<file path="config.mk">
export PLATFORM = sky130hd
export DESIGN_NAME = sigma_bus_arb2
export DESIGN_NICKNAME = d
export VERILOG_FILES = /design/src/rtl/sigma_bus_arb2.sv
export SDC_FILE = /design/constraint.sdc
export NUM_CORES = 1
export LEC_CHECK = 0
export BUFFER_PORTS_ARGS = -buffer_cell sky130_fd_sc_hd__buf_2
export CORE_AREA = 3 3 122 124
export DETAILED_ROUTE_END_ITERATION = 16
export DIE_AREA = 0 0 125 127
export GPL_ROUTABILITY_DRIVEN = 0
export PLACE_DENSITY = 0.47
export SYNTH_ARGS = -nofsm -noshare
export SYNTH_HDL_FRONTEND = slang
export SYNTH_SLANG_ARGS = --single-unit
</file>
<file path="constraint.sdc">
create_clock -name clk_i -period 2.05 [get_ports clk_i]
set_input_delay 0.1025 -clock clk_i [delete_from_list [all_inputs] [get_ports clk_i]]
set_output_delay 0.1025 -clock clk_i [all_outputs]
set_load 0.005 [all_outputs]
</file>
<file path="src/rtl/sigma_bus_arb2.sv">
`default_nettype none
// ============================================================================
//  Module   : sigma_bus_arb2
//  Purpose  : Two-master arbiter in front of a single shared slave. One
//             transaction outstanding at a time; round-robin or fixed
//             priority (m0 highest) selected by RR.
//  Revision : 1.0 - initial release
// ============================================================================
module sigma_bus_arb2 #(
    parameter int ADDR_W = 32,
    parameter int DATA_W = 32,
    parameter int RR     = 1
) (
    input  logic                clk_i,
    input  logic                arst_i,
    // master 0
    input  logic                m0_req_i,
    input  logic                m0_we_i,
    input  logic [ADDR_W-1:0]   m0_addr_i,
    input  logic [DATA_W/8-1:0] m0_be_i,
    input  logic [DATA_W-1:0]   m0_wdata_i,
    output logic                m0_ack_o,
    output logic                m0_resp_o,
    output logic [DATA_W-1:0]   m0_rdata_o,
    // master 1
    input  logic                m1_req_i,
    input  logic                m1_we_i,
    input  logic [ADDR_W-1:0]   m1_addr_i,
    input  logic [DATA_W/8-1:0] m1_be_i,
    input  logic [DATA_W-1:0]   m1_wdata_i,
    output logic                m1_ack_o,
    output logic                m1_resp_o,
    output logic [DATA_W-1:0]   m1_rdata_o,
    // shared slave
    output logic                s_req_o,
    output logic                s_we_o,
    output logic [ADDR_W-1:0]   s_addr_o,
    output logic [DATA_W/8-1:0] s_be_o,
    output logic [DATA_W-1:0]   s_wdata_o,
    input  logic                s_ack_i,
    input  logic                s_resp_i,
    input  logic [DATA_W-1:0]   s_rdata_i
);

    localparam logic [1:0] c_IDLE   = 2'd0;
    localparam logic [1:0] c_FWD    = 2'd1;
    localparam logic [1:0] c_RDWAIT = 2'd2;
    localparam logic       c_RR_EN  = (RR != 0);

    logic [1:0]          r_state;
    logic [1:0]          w_state_nxt;
    logic                r_owner;        // 0 = m0, 1 = m1
    logic                r_last_grant;   // master granted most recently
    logic                w_any_req;
    logic                w_winner;
    logic                w_fwd;
    logic                w_resp;
    logic                w_own_req;
    logic                w_own_we;
    logic [ADDR_W-1:0]   w_own_addr;
    logic [DATA_W/8-1:0] w_own_be;
    logic [DATA_W-1:0]   w_own_wdata;

    // Owner's request fields; the non-owner is never looked at outside IDLE.
    always_comb begin
        w_own_req   = r_owner ? m1_req_i   : m0_req_i;
        w_own_we    = r_owner ? m1_we_i    : m0_we_i;
        w_own_addr  = r_owner ? m1_addr_i  : m0_addr_i;
        w_own_be    = r_owner ? m1_be_i    : m0_be_i;
        w_own_wdata = r_owner ? m1_wdata_i : m0_wdata_i;
    end

    // Arbitration: a tie goes to the master not granted last (RR) or to m0.
    always_comb begin
        w_any_req = m0_req_i | m1_req_i;
        if (m0_req_i && m1_req_i) begin
            w_winner = c_RR_EN ? ~r_last_grant : 1'b0;
        end else begin
            w_winner = m1_req_i;
        end
    end

    // Next-state logic; w_resp marks the cycle a read response is forwarded.
    always_comb begin
        w_state_nxt = r_state;
        w_resp      = 1'b0;
        case (r_state)
            c_IDLE: begin
                if (w_any_req) begin
                    w_state_nxt = c_FWD;
                end
            end
            c_FWD: begin
                if (!w_own_req) begin
                    // owner withdrew before the slave accepted: abandon
                    w_state_nxt = c_IDLE;
                end else if (s_ack_i) begin
                    if (w_own_we) begin
                        w_state_nxt = c_IDLE;
                    end else if (s_resp_i) begin
                        w_resp      = 1'b1;
                        w_state_nxt = c_IDLE;
                    end else begin
                        w_state_nxt = c_RDWAIT;
                    end
                end
            end
            c_RDWAIT: begin
                if (s_resp_i) begin
                    w_resp      = 1'b1;
                    w_state_nxt = c_IDLE;
                end
            end
            default: w_state_nxt = c_IDLE;
        endcase
    end

    // State, owner and last-grant registers; last_grant follows owner on FWD entry.
    always_ff @(posedge clk_i or posedge arst_i) begin
        if (arst_i) begin
            r_state      <= c_IDLE;
            r_owner      <= 1'b0;
            r_last_grant <= 1'b1;
        end else begin
            r_state <= w_state_nxt;
            if ((r_state == c_IDLE) && w_any_req) begin
                r_owner      <= w_winner;
                r_last_grant <= w_winner;
            end
        end
    end

    // Slave-side mirror of the owner while forwarding, zero otherwise.
    always_comb begin
        w_fwd     = (r_state == c_FWD);
        s_req_o   = w_fwd & w_own_req;
        s_we_o    = w_fwd ? w_own_we    : 1'b0;
        s_addr_o  = w_fwd ? w_own_addr  : '0;
        s_be_o    = w_fwd ? w_own_be    : '0;
        s_wdata_o = w_fwd ? w_own_wdata : '0;
    end

    // Master-side ack/response steering; read data is shared by both masters.
    always_comb begin
        m0_ack_o   = s_req_o & s_ack_i & ~r_owner;
        m1_ack_o   = s_req_o & s_ack_i &  r_owner;
        m0_resp_o  = w_resp & ~r_owner;
        m1_resp_o  = w_resp &  r_owner;
        m0_rdata_o = s_rdata_i;
        m1_rdata_o = s_rdata_i;
    end

endmodule
`default_nettype wire

</file>
======== After elaboration in Yosys (flattened, before gate mapping) ========
Cells that the tools add are included.
word-level totals
  output and inout bits ................... 138
  bits in registers ....................... 4
cells by class
  muxes and demuxes ....................... 22
  eq/ne operators ......................... 5
  reductions and logical operators ........ 4
  bitwise logic cells ..................... 9
operators by type and width
  cell                count
  $mux 32             4
  $mux 2              6
  $mux 1              8
  $mux 4              2
  $and 1x1->1         6
  $pmux 2 s3          1
  $ne 2x2->1 const B  2
  $ne 3x3->1 const B  1
  $reduce_and 3->1    1
  $eq 2x1->1 const B  1
  $eq 2x2->1 const B  1
  $logic_and 1x1->1   2
  $logic_not 2->1     1
  $not 1->1           2
  $pmux 1 s2          1
  $or 1x1->1          1

======== Logic depth before layout (Yosys ltp) ========
Gate-level depths: netlist (run 1).
  word-level depth ........................ 6
  depth in mapped cells ................... 6
  mapped depth without buffers ............ 6

======== Worst setup path after synthesis (run 1) ========
Ideal clock, no wire load.
  path type ............................... reg2reg
  start ................................... reg r_state[0]
  end ..................................... reg r_state[0]
  path buffers ............................ 0
  required time ........................... 1.925 ns
  data arrival time ....................... 1.291 ns
  library setup time ...................... 0.125 ns
  cell stages (with the launch flop) ...... 7
  path slack .............................. 0.634 ns
  cell sequence ........................... dfrtp_1 -> inv_1 -> ha_1 -> nor2b_1 -> a21oi_1 -> o21ai_2 -> mux2_4
on the way
  word-level cells in the longest chain between the ends .. 3
RTL lines
  item                                                RTL line  source
  start, declared                                     50        logic [1:0] r_state;
  start signal, assigned                              121       r_state <= c_IDLE;
  start signal, assigned                              125       r_state <= w_state_nxt;
  $eq 2x1->1, or another cell as far along            87        case (r_state)
  $ne 3x3->1 (no line) or $ne 2x2->1 (tied branches)  -
  $reduce_and 3->1 (no line)                          -
Parallel ways exist; a longest one is shown, timed or not.
A chain may end at the register's enable or synchronous reset.

======== Worst setup path after layout (run 1) ========
  start ................................... reg r_owner
  end ..................................... out s_addr_o[3]
on the way
  word-level cells in the longest chain between the ends .. 2
RTL lines
  item                    RTL line  source
  start, declared         52        logic r_owner;
  start signal, assigned  127       r_owner <= w_winner;
  $mux 32                 68        w_own_addr = r_owner ? m1_addr_i : m0_addr_i;
  $mux 32                 138       s_addr_o = w_fwd ? w_own_addr : '0;
  end, declared           37        output logic [ADDR_W-1:0] s_addr_o,
Every way passes these cells.

==> impl_metrics.tcl, run 1 <==
set metrics [dict create \
    final_area_um2 2900 \
    num_vias 2154 \
    drv_slew 0 \
    synth_fp_nets 435 \
    syn_area_um2 2030 \
    min_period_over_period 0.893 \
    power.internal_mw 1.73 \
    synth_top_area_share 0.335 \
    wire_per_inst_um 12.0 \
    fin_nets 582 \
    required_ns 1.95 \
    grt_pass1_vias 2161 \
    fin_tns_setup_ns 0 \
    antenna_cells 0 \
    gr-total-overflow 0 \
    numCtsBuffers 3 \
    grt_pass1_wl_um 10200 \
    avgSynthCellArea_um2 7.96 \
    area_growth_pct 42.7 \
    yosys_warnings 0 \
    antenna_found_initial 0 \
    endpoint_kind "primary output" \
    synth_cell_types 28 \
    pwr-share-comb 0.837 \
    min_period_ns 1.83 \
    worst_pin_slew_ns 0.641 \
    clk_pin_slew_worst_paths_ns 0.03 \
    clockPowerShare 0.105 \
    p_leak_nw 1.67 \
    grt_usage 0.0763 \
    synth_edf_count 0 \
    detail-route-antenna-nets 0 \
    stdcell_count 581 \
    rows 43 \
    die_height_um 127 \
    cts-root-buf "clkbuf_16" \
    status "finished, final reports clean" \
    cts_tree "done" \
    drt_iter0_drc 30 \
    portBuffers 217 \
    start_util 0.146 \
    hold_class "in -> reg" \
    relSlewSlack 0.573 \
    ys_seq_elements 4 \
    fp.dieW_um 125 \
    fmax_ghz 0.546 \
    dp.cells 576 \
    worst_ep_arrival_time_ns 1.73 \
    setup_viol 0 \
    multi_input_area_um2 1350 \
    cts-htree-levels 1 \
    cts_resized 0 \
    synth_area_leaders "mux2i_1, buf_4, nor2b_1, dfrtp_1, ha_1" \
    dpl_cell_area_um2 2810 \
    seqCellArea_um2 105 \
    drcViolationCount 0 \
    wirelength_um 6990 \
    hpwl_um 6120 \
    critPathMaxFanout 39 \
    ioPinCount 314 \
    rsz0062_at_grt "no" \
    seqPwrFrac 0.058 \
    grt_start_max_net_pins 40 \
    ir_drop_uv 813 \
    synthTopCellsByCount "buf_4, nor2b_1, mux2i_1, clkbuf_1, nand2_1" \
    async_flop_share 1.00 \
    syn_inst 255 \
    cts_buffer_depth 2 \
    yosysSeqAreaShare 0.0499 \
    switching_power_mw 1.29 \
    core-area_um2 13900 \
    viasPerCell 3.71 \
    p_per_area_nw_per_um2 1040 \
    hold_violations 0 \
    setup.worst_path.class "reg -> out" \
    cap_violations 0 \
    cp-start-kind "register" \
    clkLatencyLatePin_ns 0.23 \
    dr.pass1.iters 4 \
    switching_share 0.427 \
    die_area_um2 15900 \
    skew_ns 0.00492 \
    ys.flop_type "dfrtp_1" \
    drive_gt1_frac 0.579 \
    clock_sinks 4 \
    yosysTopAreaCell "mux2i_1" \
    fill_cells 1556 \
]
==> through the flow <==
step            util  power, mW  hold slack [ns]  setup slack (ns)
6_report       0.209       3.01            0.100             0.220
2_1_floorplan      -       1.96           -0.132             0.634
3_5_place_dp   0.202       2.75         0.000970             0.443
4_1_cts        0.209       3.07           0.0980             0.210
5_1_grt        0.209       3.30            0.131             0.110
3_3_place_gp   0.202       2.70          0.00293             0.484
==> critical path, cell delays in order (launching register included) <==
cell     delay (ns)
dfrtp_4        0.47
buf_4          0.53
mux2i_1        0.27
nor2b_1        0.07
buf_2          0.12
==> layout make-up <==
class                           instances  area share
Sequential cell                         4      0.0363
Timing Repair Buffer                  222       0.389
Clock buffer                            4      0.0272
Tap cell                              180      0.0778
Multi-Input combinational cell        167       0.465
Inverter                                4     0.00519
==> state kept, by name, indices dropped and copies added (netlist names) <==
signal        flops
r_last_grant      1
r_owner           1
r_state           2
==> power groups by stage <==
| stage | registers [mW] | clock network [mW] | logic [mW] |
|---|---|---|---|
| after floorplan | 0.138 | 0 | 1.82 |
| after global placement | 0.174 | 0 | 2.53 |
| after detailed placement | 0.176 | 0 | 2.57 |
| after CTS | 0.176 | 0.321 | 2.58 |
| after global routing | 0.186 | 0.326 | 2.78 |
| final | 0.175 | 0.315 | 2.52 |
==> cell families (layout without fill, tap and decap cells) <==
logic type / after synthesis / in the layout / synth area share
and+or+nand+nor: 84 / 84 / 0.253
buffers and inverters: 84 / 230 / 0.289
muxes: 70 / 70 / 0.350
AOI/OAI and AO/OA: 9 / 9 / 0.0339
adders and majority gates: 4 / 4 / 0.0247
DFF: 4 / 4 / 0.0499
==> placed cells by master, fill, tap and decap left out, drive strengths merged <==
| cell | n |
|---|---|
| nand3 | 1 |
| clkbuf | 4 |
| nand2b | 1 |
| nor3 | 1 |
| dfstp | 1 |
| mux2i | 69 |
| dlygate4sd3 | 1 |
| and2 | 1 |
| nand2 | 5 |
| a31oi | 2 |
| inv | 4 |
| mux2 | 1 |
| and3 | 1 |
| a21oi | 2 |
| o31ai | 1 |
| buf | 221 |
| a32o | 2 |
| dfrtp | 3 |
| nand4 | 1 |
| o21ai | 2 |
| nor2b | 70 |
| nor3b | 1 |
| nor2 | 2 |
| ha | 4 |
==> worst paths after layout <==
| kind | startpoint | to | cells past startpoint | slack (ns) |
|---|---|---|---|---|
| worst max-delay path | r_owner | s_addr_o[3] | 4 | 0.22 |
| worst min-delay path | m0_req_i | r_last_grant | 2 | 0.10 |
| worst max register to register | r_state[0] | r_state[0] | 6 | 0.53 |
| worst min register to register | r_last_grant | r_last_grant | 2 | 0.53 |
| max in group asynchronous | arst_i | r_last_grant | 3 | 1.51 |
| min in group asynchronous | arst_i | r_state[1] | 3 | 0.31 |
==> repair_timing <==
| action | CTS | global route |
|---|---|---|
| endpoints found under the hold margin | 4 | 0 |
| buffers inserted | 0 | 0 |
| hold buffers | 1 | 0 |
==> layer usage <==
metal,part of all wire,global-route usage
met3,0.099,0.0155
met5,0,0
met1,0.34,0.0759
met2,0.53,0.153
met4,0.032,0.0319
No activity file was read; power rests on OpenSTA's default activity.
==> run 2, diff against run 1 <==
--- a/config.mk
+++ b/config.mk
@@ -6,11 +6,11 @@
 export NUM_CORES = 1
 export LEC_CHECK = 0
 export BUFFER_PORTS_ARGS = -buffer_cell sky130_fd_sc_hd__buf_2
-export CORE_AREA = 3 3 122 124
+export CORE_AREA = 4 4 119 121
 export DETAILED_ROUTE_END_ITERATION = 16
-export DIE_AREA = 0 0 125 127
+export DIE_AREA = 0 0 123 125
 export GPL_ROUTABILITY_DRIVEN = 0
-export PLACE_DENSITY = 0.47
+export PLACE_DENSITY = 0.5
 export SYNTH_ARGS = -nofsm -noshare
 export SYNTH_HDL_FRONTEND = slang
 export SYNTH_SLANG_ARGS = --single-unit
==> run 2 against run 1 <==
  * Cell area up 0.78%
  * Count of clock-buffer cells in the layout unchanged
  * Combinational power up 4%
  * Total power up 3.0%
  * Sequential power down 7%
  * Sequential share of layout area about the same
  * Critical path type unchanged
==> impl_metrics.tcl, run 2 (synthesized netlist as in run 1, its figures left out) <==
set metrics [dict create \
    setup.worst_path.class "reg -> out" \
    top_regs "r_state (2), r_last_grant (1), r_owner (1)" \
    drt_iter0_drc 45 \
    grt_pass1_wl_um 11200 \
    wl_met3_um 762 \
    regMostFlops "r_state" \
    p_leak_nw 1.68 \
    gr-total-overflow 0 \
    wire_per_inst_um 13.0 \
    final_util 0.223 \
    antenna_found_initial 0 \
    portBuffers 217 \
    fin_tns_setup_ns 0 \
    p_per_area_nw_per_um2 1060 \
    start_util 0.155 \
    die_area_um2 15400 \
    worst_ep_arrival_time_ns 1.62 \
    cp-start-kind "register" \
    grt_start_max_net_pins 56 \
    critPathMaxFanout 55 \
    die_height_um 125 \
    cp-startpoint "r_owner" \
    ir_drop_uv 452 \
    worst_pin_slew_ns 0.371 \
    fp.dieW_um 123 \
    wirelength_um 7500 \
    fmax_ghz 0.580 \
    skew_ns 0.00156 \
    ioPinCount 314 \
    hpwl_um 6570 \
    worstReg2RegStart "r_state[0]" \
    hold_violations 0 \
    status "finished, final reports clean" \
    relSlewSlack 0.752 \
    min_period_over_period 0.842 \
    setup_viol 0 \
    grt_pass1_vias 2376 \
    clk_pin_slew_worst_paths_ns 0.03 \
    min_period_ns 1.73 \
    rsz0062_at_grt "no" \
    rows 42 \
    endpoint_kind "primary output" \
    clkLatencyLatePin_ns 0.22 \
    clock_sinks 4 \
    cts_setup_buffers 0 \
    num_vias 2230 \
    viasPerCell 3.85 \
    wl_met1_um 2630 \
    cts_resized 0 \
    core-area_um2 13100 \
    dr.pass1.iters 6 \
    largest_reg_flops 2 \
    cts-htree-levels 1 \
    cap_violations 0 \
    final_cell_mix "buf_2, nor2b_1, mux2i_1, nand2_1, buf_4" \
    cts_buffer_depth 2 \
    hold_class "in -> reg" \
    area_growth_pct 43.8 \
    drv_slew 0 \
    fin_nets 584 \
    drive_gt1_frac 0.581 \
    cts-root-buf "clkbuf_16" \
    wl_met2_um 3850 \
    grt_usage 0.0870 \
    antenna_cells 0 \
    numCtsBuffers 3 \
    cts_tree "done" \
    detail-route-antenna-nets 0 \
    worst_hold_slack_ns 0.103 \
    holdCritStartpoint "m0_req_i" \
    layout_commonest_cell "buf_2" \
    top_layer "met4" \
    required_ns 1.95 \
    drcViolationCount 0 \
]
==> run 2: changes by cell type in the layout (fill, tap and decap cells not counted) <==
cell | previous run | this run
buf_12 | 0 | 1
buf_4 | 4 | 5
==> run 2: report_power, final <==
| group | leakage (nW) | total [mW] | internal, mW | switching (mW) |
|---|---|---|---|---|
| Clock | 0.0382 | 0.310 | 0.257 | 0.0538 |
| Combinational | 1.60 | 2.63 | 1.39 | 1.24 |
| Sequential | 0.0469 | 0.162 | 0.127 | 0.0342 |
==> run 2: through the flow <==
| step | setup slack, ns | power (mW) | cells | instance area, um^2 |
|---|---|---|---|---|
| 2_1_floorplan | 0.634 | 1.96 | 255 | 2030 |
| 4_1_cts | 0.281 | 3.17 | 579 | 2920 |
| 3_3_place_gp | 0.537 | 2.80 | 574 | 2830 |
| 6_report | 0.325 | 3.10 | 579 | 2920 |
| 5_1_grt | 0.213 | 3.40 | 579 | 2920 |
| 3_5_place_dp | 0.509 | 2.84 | 574 | 2830 |
==> run 2: area by class of cell <==
class	instances	area, um^2
Tap cell	176	220
Timing Repair Buffer	224	1150
Clock buffer	4	78.8
Sequential cell	4	105
Multi-Input combinational cell	167	1350
Inverter	4	15.0
Fill cell	1468	10200
==> run 2: what timing repair did <==
action	in CTS	in global routing
hold buffers	1	0
endpoints found under the hold margin	4	0
endpoints found under the setup margin	0	0
==> run 2: worst max-delay path, stage by stage (launching register included) <==
cell and delay, ns:
dfrtp_4 0.43, buf_12 0.30, buf_4 0.27, mux2i_1 0.22, nor2b_1 0.06, buf_2 0.12
==> run 2: path summary, 6_finish.rpt <==
path | cells after the start | slack [ns] | endpoint
max | 5 | 0.32 | s_addr_o[24]
min | 2 | 0.10 | r_last_grant
max reg2reg | 6 | 0.50 | r_state[0]
min reg2reg | 1 | 0.52 | r_state[1]
max in group asynchronous | 3 | 1.49 | r_last_grant
min in group asynchronous | 3 | 0.32 | r_state[0]
==> run 2: layer usage <==
metal,up-vias,GRT usage
met5,-,0
met4,0,0.0371
met3,33,0.0199
met2,127,0.165
met1,992,0.0898
li1,1078,-
